--- config.mk ---
export PLATFORM = sky130hd
export DESIGN_NAME = pc_out_arbiter_flat
export DESIGN_NICKNAME = d
export VERILOG_FILES = /design/src/rtl/pc_out_arbiter_pkg.sv /design/src/rtl/pc_out_arbiter_if.sv /design/src/rtl/pc_out_arbiter_rr_pick.sv /design/src/rtl/pc_out_arbiter.sv /design/src/flat_wrapper.sv
export SDC_FILE = /design/constraint.sdc
export NUM_CORES = 1
export LEC_CHECK = 0
export CAP_MARGIN = 25
export CORE_MARGIN = 4
export CORE_UTILIZATION = 35
export CTS_CLUSTER_DIAMETER = 120
export DETAILED_ROUTE_END_ITERATION = 6
export GPL_ROUTABILITY_DRIVEN = 0
export PLACE_DENSITY_LB_ADDON = 0.2
export SLEW_MARGIN = 20
export SYNTH_ARGS = -nofsm -noshare
export SYNTH_HDL_FRONTEND = slang
export SYNTH_SLANG_ARGS = --single-unit
export TNS_END_PERCENT = 30
--- constraint.sdc ---
create_clock -name clk -period 7.98 [get_ports clk]
set_input_delay 2.394 -clock clk [delete_from_list [all_inputs] [get_ports clk]]
set_output_delay 2.394 -clock clk [all_outputs]
set_load 0.005 [all_outputs]
--- src/rtl/pc_out_arbiter_pkg.sv ---
// Shared types and constants for the PC output arbiter: FSM states, default
// word geometry and the fixed source indices of the PC-bound path.
package pc_out_arbiter_pkg;

  localparam int NPCcode  = 8;
  localparam int NPCdata  = 32;
  localparam int NPCroute = 2;

  localparam int NWORD_DEF = NPCcode + NPCdata + NPCroute;
  localparam int NSRC_DEF  = 3;
  localparam int NW_DEF    = 4;

  localparam int SRC_BD     = 0;
  localparam int SRC_FPGA   = 1;
  localparam int SRC_GLOBAL = 2;

  typedef enum logic {
    IDLE = 1'b0,
    LOCK = 1'b1
  } arb_state_t;

  // Width of an index into n entries, never narrower than one bit.
  function automatic int idx_w(input int n);
    return (n > 1) ? $clog2(n) : 1;
  endfunction

endpackage

--- src/rtl/pc_out_arbiter_if.sv ---
// Word channel bundle between the serialized-word sources, the arbiter and
// the PC output packer. The arbiter uses the slave view.
interface pc_out_arbiter_if
  import pc_out_arbiter_pkg::*;
#(
  parameter int Nsrc  = NSRC_DEF,
  parameter int Nword = NWORD_DEF
) ();

  localparam int Sw = idx_w(Nsrc);

  logic [Nsrc*Nword-1:0] in_d;
  logic [Nsrc-1:0]       in_last;
  logic [Nsrc-1:0]       in_v;
  logic [Nsrc-1:0]       in_a;
  logic [Nword-1:0]      out_d;
  logic [Sw-1:0]         out_src;
  logic                  out_v;
  logic                  out_a;

  modport master (
    output in_d, in_last, in_v, out_a,
    input  in_a, out_d, out_src, out_v
  );

  modport slave (
    input  in_d, in_last, in_v, out_a,
    output in_a, out_d, out_src, out_v
  );

endinterface

--- src/rtl/pc_out_arbiter_rr_pick.sv ---
// Combinational rotate-priority encoder: returns the first requester found
// scanning upward from i_ptr with wrap-around.
module pc_out_arbiter_rr_pick #(
  parameter int N  = 3,
  parameter int IW = (N > 1) ? $clog2(N) : 1
) (
  input  logic [N-1:0]  i_req,
  input  logic [IW-1:0] i_ptr,
  output logic          o_found,
  output logic [IW-1:0] o_idx
);

  int w_best;
  int w_dist;

  // Smallest rotated distance from the pointer wins.
  always_comb begin
    o_found = 1'b0;
    o_idx   = '0;
    w_best  = N;
    w_dist  = 0;
    for (int i = 0; i < N; i++) begin
      w_dist = (i >= int'(i_ptr)) ? (i - int'(i_ptr)) : (i + N - int'(i_ptr));
      if (i_req[i] && (w_dist < w_best)) begin
        w_best  = w_dist;
        o_found = 1'b1;
        o_idx   = IW'(i);
      end
    end
  end

endmodule

--- src/rtl/pc_out_arbiter.sv ---
// Weighted round-robin arbiter sharing the PC-bound word path between the
// serializers; messages stay atomic and the output word is registered.
module pc_out_arbiter
  import pc_out_arbiter_pkg::*;
#(
  parameter int Nsrc  = NSRC_DEF,
  parameter int Nword = NWORD_DEF,
  parameter int Nw    = NW_DEF
) (
  input  logic             clk,
  input  logic             reset,
  input  logic [Nsrc*Nw-1:0] weights,
  input  logic             enable,
  output logic             busy,
  pc_out_arbiter_if.slave  bus
);

  localparam int Sw = idx_w(Nsrc);

  arb_state_t       r_state, w_state_nx;
  logic [Sw-1:0]    r_ptr, w_ptr_nx;
  logic [Sw-1:0]    r_grant, w_grant_nx;
  logic [Nw-1:0]    r_credit, w_credit_nx;
  logic             r_mid, w_mid_nx;

  logic             r_out_v;
  logic [Nword-1:0] r_out_d;
  logic [Sw-1:0]    r_out_src;

  logic [Nsrc-1:0]  w_elig;
  logic             w_found;
  logic [Sw-1:0]    w_pick;
  logic [Nw-1:0]    w_pick_wt;
  logic             w_gv;
  logic             w_glast;
  logic [Nword-1:0] w_gd;
  logic             w_room;
  logic             w_xfer;
  logic             w_release;
  logic [Nw-1:0]    w_cred_dec;
  logic [Sw-1:0]    w_grant_inc;

  function automatic logic [Nw-1:0] sat_dec(input logic [Nw-1:0] c);
    return (c == '0) ? '0 : (c - Nw'(1));
  endfunction

  pc_out_arbiter_rr_pick #(
    .N  (Nsrc),
    .IW (Sw)
  ) u_pick (
    .i_req   (w_elig),
    .i_ptr   (r_ptr),
    .o_found (w_found),
    .o_idx   (w_pick)
  );

  assign w_room      = !r_out_v || bus.out_a;
  assign w_xfer      = (r_state == LOCK) && w_gv && w_room;
  assign w_grant_inc = (r_grant == Sw'(Nsrc - 1)) ? '0 : (r_grant + Sw'(1));

  // Source-side muxing: eligibility, granted word and per-source acknowledge.
  always_comb begin
    w_elig    = '0;
    bus.in_a  = '0;
    w_gv      = 1'b0;
    w_glast   = 1'b0;
    w_gd      = '0;
    w_pick_wt = '0;
    for (int i = 0; i < Nsrc; i++) begin
      w_elig[i]   = bus.in_v[i] && (weights[i*Nw +: Nw] != '0);
      bus.in_a[i] = (r_state == LOCK) && (r_grant == Sw'(i)) && w_room;
      if (r_grant == Sw'(i)) begin
        w_gv    = bus.in_v[i];
        w_glast = bus.in_last[i];
        w_gd    = bus.in_d[i*Nword +: Nword];
      end
      if (w_pick == Sw'(i)) begin
        w_pick_wt = weights[i*Nw +: Nw];
      end
    end
  end

  // A turn ends at a message boundary: out of credit, disabled, or the
  // granted source has nothing further to send. A stalled output freezes all.
  always_comb begin
    w_state_nx  = r_state;
    w_ptr_nx    = r_ptr;
    w_grant_nx  = r_grant;
    w_credit_nx = r_credit;
    w_mid_nx    = r_mid;
    w_release   = 1'b0;
    w_cred_dec  = sat_dec(r_credit);
    case (r_state)
      IDLE: begin
        if (enable && w_found) begin
          w_state_nx  = LOCK;
          w_grant_nx  = w_pick;
          w_credit_nx = w_pick_wt;
          w_mid_nx    = 1'b0;
        end
      end
      LOCK: begin
        if (w_xfer) begin
          w_credit_nx = w_cred_dec;
          w_mid_nx    = !w_glast;
          w_release   = w_glast && ((w_cred_dec == '0) || !enable);
        end else if (w_room && !r_mid) begin
          w_release = !w_gv || !enable;
        end
      end
      default: w_state_nx = IDLE;
    endcase
    if (w_release) begin
      w_state_nx = IDLE;
      w_ptr_nx   = w_grant_inc;
      w_mid_nx   = 1'b0;
    end
  end

  always_ff @(posedge clk or negedge reset) begin
    if (!reset) begin
      r_state  <= IDLE;
      r_ptr    <= '0;
      r_grant  <= '0;
      r_credit <= '0;
      r_mid    <= 1'b0;
    end else begin
      r_state  <= w_state_nx;
      r_ptr    <= w_ptr_nx;
      r_grant  <= w_grant_nx;
      r_credit <= w_credit_nx;
      r_mid    <= w_mid_nx;
    end
  end

  // Output register: loads whenever it is empty or being drained.
  always_ff @(posedge clk or negedge reset) begin
    if (!reset) begin
      r_out_v   <= 1'b0;
      r_out_d   <= '0;
      r_out_src <= '0;
    end else if (w_room) begin
      r_out_v <= w_xfer;
      if (w_xfer) begin
        r_out_d   <= w_gd;
        r_out_src <= r_grant;
      end
    end
  end

  assign bus.out_v   = r_out_v;
  assign bus.out_d   = r_out_d;
  assign bus.out_src = r_out_src;
  assign busy        = (r_state == LOCK);

endmodule

--- src/flat_wrapper.sv ---
// flat-port wrapper written by rule: the top's interface ports become plain ports
module pc_out_arbiter_flat import pc_out_arbiter_pkg::*;
#(
  parameter int Nsrc  = NSRC_DEF,
  parameter int Nword = NWORD_DEF,
  parameter int Nw    = NW_DEF
)
  (clk, reset, weights, enable, busy, bus_in_d, bus_in_last, bus_in_v, bus_out_a, bus_in_a, bus_out_d, bus_out_src, bus_out_v);
  pc_out_arbiter_if #(.Nsrc(Nsrc), .Nword(Nword)) bus_i ();
  input  logic clk;
  input  logic reset;
  input  logic [Nsrc*Nw-1:0] weights;
  input  logic enable;
  output logic busy;
  input wire logic [$bits(bus_i.in_d)-1:0] bus_in_d;
  input wire logic [$bits(bus_i.in_last)-1:0] bus_in_last;
  input wire logic [$bits(bus_i.in_v)-1:0] bus_in_v;
  input wire logic [$bits(bus_i.out_a)-1:0] bus_out_a;
  output wire logic [$bits(bus_i.in_a)-1:0] bus_in_a;
  output wire logic [$bits(bus_i.out_d)-1:0] bus_out_d;
  output wire logic [$bits(bus_i.out_src)-1:0] bus_out_src;
  output wire logic [$bits(bus_i.out_v)-1:0] bus_out_v;
  assign bus_i.in_d = bus_in_d;
  assign bus_i.in_last = bus_in_last;
  assign bus_i.in_v = bus_in_v;
  assign bus_i.out_a = bus_out_a;
  assign bus_in_a = bus_i.in_a;
  assign bus_out_d = bus_i.out_d;
  assign bus_out_src = bus_i.out_src;
  assign bus_out_v = bus_i.out_v;
  pc_out_arbiter #(.Nsrc(Nsrc), .Nword(Nword), .Nw(Nw)) u_core (.clk(clk), .reset(reset), .weights(weights), .enable(enable), .busy(busy), .bus(bus_i));
endmodule
After elaboration in Yosys (flattened, before gate mapping)
Index checks and enable logic that the tools add are counted.
{ "op_classes": {"addsub": 8, "order_cmp": 6, "n_eq_ne": 8, "n_mux": 37, "n_bitwise": 1, "n_reduce_logical": 36} }
{ "ops": {"columns": ["cell", "n"], "rows": [
  ["$mux 32", 5],
  ["$mux 42", 3],
  ["$lt 32x32->1", 2],
  ["$lt 32x3->1 const B", 1],
  ["$mux 4", 6],
  ["$mux 1", 19],
  ["$logic_and 1x1->1", 17],
  ["$reduce_bool 4->1", 3],
  ["$logic_not 4->1", 2],
  ["$pmux 4 s2", 1],
  ["$reduce_and 2->1", 4],
  ["$sub 3x2->4 const A", 2],
  ["$sub 1x2->3 const A", 2],
  ["$sub 2x2->3 const A", 2],
  ["$logic_not 1->1", 5],
  ["$eq 2x1->1 const B", 2],
  ["$eq 2x2->1 const B", 2],
  ["$ge 1x2->1 const A", 2],
  ["$logic_not 2->1", 2],
  ["$mux 2", 2],
  ["$sub 4x1->4 const B", 1],
  ["$logic_or 1x1->1", 3],
  ["$ne 3x1->1 const B", 1],
  ["$ne 3x3->1 const B", 1],
  ["6 further kinds", 6]
]} }
{ "totals": {"register_bits": 55, "word_cells": 104} }

Longest topological paths before layout
{ "logic_depth": {"word_depth": 17, "mapped_depth": 16, "ltp_nobuf": 16} }

Cells and area by module
Synthesis repeated with hierarchy kept, for this count alone.
{ "hier_totals": {"hier_cells": 416, "hier_area_um2": 3552.2} }
{ "modules_own_cells": {"columns": ["module", "n_inst", "cells_per_inst", "area_per_inst_um2", "seq_area_each_um2"], "rows": [
  ["pc_out_arbiter", 1, 371, 3209.3, 1376.3],
  ["pc_out_arbiter_rr_pick", 1, 45, 342.8, 0.0]
]} }

Worst setup path after synthesis
No wires, ideal clock.
{ "synth_timing": {"path_kind": "input to register", "start": "in weights[1]", "end": "reg u_core.r_grant[0]", "setup_time_ps": 121, "t_arrival_ps": 5425, "slack_ps": 2434, "cell_stages": 15, "cell_sequence": "o41ai_1 nor2_1 ha_1 a21o_1 o21a_1 a21oi_2 nand2b_1 o31ai_1 ha_1 o21a_1 o31ai_1 o211ai_1 o211ai_1 nand2_1 a22o_1"} }
{ "synth_between": {"elab_chain_cells": 12, "word_cells_on_any_way": 16} }
{ "synth_lines": {"columns": ["item", "line_no", "text"], "rows": [
  ["start, declared", "flat_wrapper.sv:12", "input logic [Nsrc*Nw-1:0] weights;"],
  ["$reduce_bool 4->1 (*)", "pc_out_arbiter.sv:70", "w_elig[i] = bus.in_v[i] && (weights[i*Nw +: Nw] != '0);"],
  ["$logic_and 1x1->1 (*)", "pc_out_arbiter.sv:70", null],
  ["$logic_and 1x1->1 (*)", "pc_out_arbiter_rr_pick.sv:24", "if (i_req[i] && (w_dist < w_best)) begin"],
  ["$mux 32", "pc_out_arbiter_rr_pick.sv:24", null],
  ["$lt 32x32->1", "pc_out_arbiter_rr_pick.sv:24", null],
  ["$logic_and 1x1->1", "pc_out_arbiter_rr_pick.sv:24", null],
  ["$mux 32", "pc_out_arbiter_rr_pick.sv:24", null],
  ["$lt 32x32->1", "pc_out_arbiter_rr_pick.sv:24", null],
  ["$logic_and 1x1->1", "pc_out_arbiter_rr_pick.sv:24", null],
  ["$mux 1", "pc_out_arbiter_rr_pick.sv:24", null],
  ["$logic_and 1x1->1", "pc_out_arbiter.sv:95", "if (enable && w_found) begin"],
  ["$reduce_and 2->1 (no line)", null, null],
  ["end signal, assigned", "pc_out_arbiter.sv:130", "r_grant <= w_grant_nx;"],
  ["end, declared", "pc_out_arbiter.sv:22", "logic [Sw-1:0] r_grant, w_grant_nx;"]
]} }
Every way passes the cells marked *; elsewhere a longest branch is shown, timed or not.
A chain may end at the register's enable or synchronous reset.

Worst setup path after layout
{ "layout_timing": {"start": "in bus_out_a", "end": "out bus_in_a[0]"} }
{ "layout_between": {"elab_chain_cells": 2} }
{ "layout_lines": {"columns": ["item", "line_no", "text"], "rows": [
  ["start, declared", "flat_wrapper.sv:18", "input wire logic [$bits(bus_i.out_a)-1:0] bus_out_a;"],
  ["$logic_or 1x1->1", "pc_out_arbiter.sv:57", "assign w_room = !r_out_v || bus.out_a;"],
  ["$logic_and 1x1->1", "pc_out_arbiter.sv:71", "bus.in_a[i] = (r_state == LOCK) && (r_grant == Sw'(i)) && w_room;"],
  ["end, declared", "flat_wrapper.sv:19", "output wire logic [$bits(bus_i.in_a)-1:0] bus_in_a;"]
]} }
No other way between the ends.

==> run metrics <==
status=finished, final reports clean; Reg power frac=between 30% and 40%; Root Driver=clkbuf_8; sequential element share of the synthesized area=around two fifths; die height=around 110 um; vias=approximately 3600; skew final=around 0.010 ns; Synth Net Count=around 580; Synth Instances=around 420; cts repair resizes=0; share of cells above drive strength 1=about 4.0%; Remaining Overflow, GRT=0; total negative setup slack=0 ns; 1st-pass router iterations=4; CTS Hold Buffers Added=0; via/cell ratio=roughly 5; r2r setup slk=slightly above 4 ns; min Tclk post-route=6.33 ns; die width=around 110 um; FP Rows=36; Worst Setup Path Type=primary input to output pin; Pleak=around 0.0023 uW; Routed WL=roughly 12000 um; crit path capture type=output pin; Core Region=between 0.009 and 0.01 mm2; total power=~1800 uW; Hold Path Class=flip-flop to flip-flop; Layout Cells excl Fill=730; HPWL Detailed=slightly above 9000 um; postcts setup bufs=0; GRT Resource Usage Total=19.5%; fin area=approximately 0.0057 mm2; CTS tree=yes; Max Cap Viol=0; Area growth, synth to finish=61.2%; vias in the first global route=between 3000 and 4000; DRC=0; first-pass GRT wire length=between 15000 and 20000 um; CTS max path bufs=2; CTS sink cnt=between 50 and 60; Worst setup SP type=primary input; worst skew pair latency=approximately 0.30 ns; switching share of power=approximately 42%; final hold vios=0; largest net degree at the start of global routing=96; Max Freq=roughly 160 MHz; Critical Path AT=~4 ns; Setup violations, final=0; unrepaired setup endpoints after global routing=no; P per Cell Area=around 310 mW/mm2; worst-path maximum fanout=5; Max IR drop VDD=0.153 mV; Synth cell types=41; Initial Util=between 30% and 40%; Worst Tran Pin Value=just over 0.9 ns; initial drt markers=130; n_diodes=0; Slew HR=between 30% and 40%; P_sw=752 uW; Clk pwr share=~8.6%; CP required=about 5.6 ns; Comb pwr share=approximately 60%; die area=roughly 0.012 mm2; final slew viol count=0; DP Worst Slack=1.49 ns; Final WS setup=about 1.6 ns; dpl cell area=~0.0056 mm2; Int Power=approximately 1000 uW; port bufs=between 150 and 200; Mean Syn Cell Area=about 8.4 um2; Ports=197; H-tree depth=2; Yosys warnings=0; initial antenna violation count=0; dpl cells=roughly 720; fin crit share=79.4%; mapped cell area=0.00351 mm2; Final ANT Viol Nets=0; Synth Register Bits=55; Num CTS Buffers=5; Nets=755; drt wl/cell=between 15 and 20 um; Worst-path clk slew=approximately 0.09 ns
[critical path, cell delays in order]
cell and delay [ns]:
clkdlybuf4s50_1 0.45, nand2b_1 0.23, nand2_1 0.17, nor3_1 0.17, clkdlybuf4s50_1 0.53
[routing by layer]
metal | global-route usage, % | share of wire, % | vias to the layer above | wire (um)
met1 | 23.6 | 41 | 1629 | 4870
li1 | - | - | 1822 | -
met3 | 4.66 | 8.8 | 8 | 1060
met4 | 3.07 | 0.90 | 0 | 108
met5 | 0 | 0 | - | 0
met2 | 35.7 | 49 | 161 | 5900
[power groups by stage]
stage	clock network, uW	registers [uW]	logic [uW]
floorplan	0	503	652
global placement	0	559	1050
detailed placement	0	566	1070
CTS	161	558	1080
global route	172	582	1190
finish	153	557	1070
[logic make-up (layout without fill, tap and decap cells)]
kind of cell,after synthesis,in the layout,share of synthesized area [%]
and+or+nand+nor,130,130,15.5
buffers and inverters,36,217,4.06
muxes,53,53,15.2
DFF,55,55,39.2
adders and majority gates,11,11,3.92
AOI/OAI and AO/OA,131,131,22.2
[layout by cell type, fill, tap and decap left out, types with 2 or more instances in the layout]
cell	n
a21o_1	5
a21oi_1	45
a21oi_2	2
buf_4	3
clkbuf_8	5
clkdlybuf4s50_1	195
dfrtp_1	53
dfrtp_2	2
ha_1	11
inv_1	10
mux2_2	3
mux2i_1	50
nand2_1	56
nand2b_1	5
nor2_1	51
nor2b_1	2
nor3_1	5
nor4_1	3
o211ai_1	4
o21a_1	3
o21ai_0	54
o2bb2ai_1	2
o31ai_1	2
o41ai_1	2
[state kept, by name (all words and copies together) (netlist names)]
register / count
u_core.r_mid: 1
u_core.r_ptr: 2
u_core.bus.out_d: 42
u_core.busy: 1
u_core.r_grant: 2
u_core.bus.out_src: 2
u_core.bus.out_v: 1
u_core.r_credit: 4
[worst paths after layout]
kind / startpoint / to / cells past startpoint
max reg2reg: u_core.r_ptr[1] / u_core.r_grant[0] / 16
max: bus_out_a / bus_in_a[0] / 5
min in group asynchronous: reset / u_core.bus.out_d[27] / 2
min: u_core.bus.out_d[11] / u_core.bus.out_d[11] / 2
max in group asynchronous: reset / u_core.r_grant[1] / 2
min reg2reg: u_core.bus.out_d[11] / u_core.bus.out_d[11] / 2
[cells in the mapped netlist (all sizes together)]
master / number / area share, %
dfrtp: 55 / 39
o2bb2ai: 2 / 0.50
ha: 11 / 3.9
buf: 12 / 1.5
a22oi: 1 / 0.21
o31ai: 3 / 1.0
o31a: 1 / 0.25
a311o: 1 / 0.29
or3: 1 / 0.18
o21ai: 54 / 7.7
o2111ai: 1 / 0.25
inv: 10 / 1.1
o211ai: 4 / 0.86
nand2b: 5 / 0.89
a32o: 1 / 0.29
a22o: 1 / 0.25
a211oi: 1 / 0.21
o21a: 3 / 0.64
o41ai: 3 / 0.96
and3: 1 / 0.18
o32ai: 1 / 0.25
nor2b: 3 / 0.53
nor2: 52 / 5.6
a21o: 5 / 1.1
o41a: 1 / 0.32
a31oi: 1 / 0.18
nor4: 4 / 0.89
nor3: 5 / 0.71
mux2i: 50 / 14
nand2: 56 / 6.0
clkbuf: 14 / 1.5
nand4: 1 / 0.18
nand3: 2 / 0.29
a21oi: 47 / 6.9
mux2: 3 / 0.96
[per-stage QoR]
stage                     hold WS [ns]  utilization [%]
after floorplan                  0.473                -
after global placement           0.461             57.0
after detailed placement         0.471             57.0
after CTS                        0.494             57.9
after global routing             0.520             57.9
final                            0.488             57.9
[area by class of cell]
| class | count | area (um2) |
|---|---|---|
| multi-input cells | 325 | 2010 |
| clock buffers | 6 | 72.6 |
| repair buffers | 199 | 1980 |
| fillers | 916 | 4110 |
| well taps | 133 | 166 |
| flip-flops and latches | 55 | 1380 |
| inverters | 10 | 37.5 |
| clock inverters | 2 | 12.5 |
No activity file was read; power rests on OpenSTA's default activity.
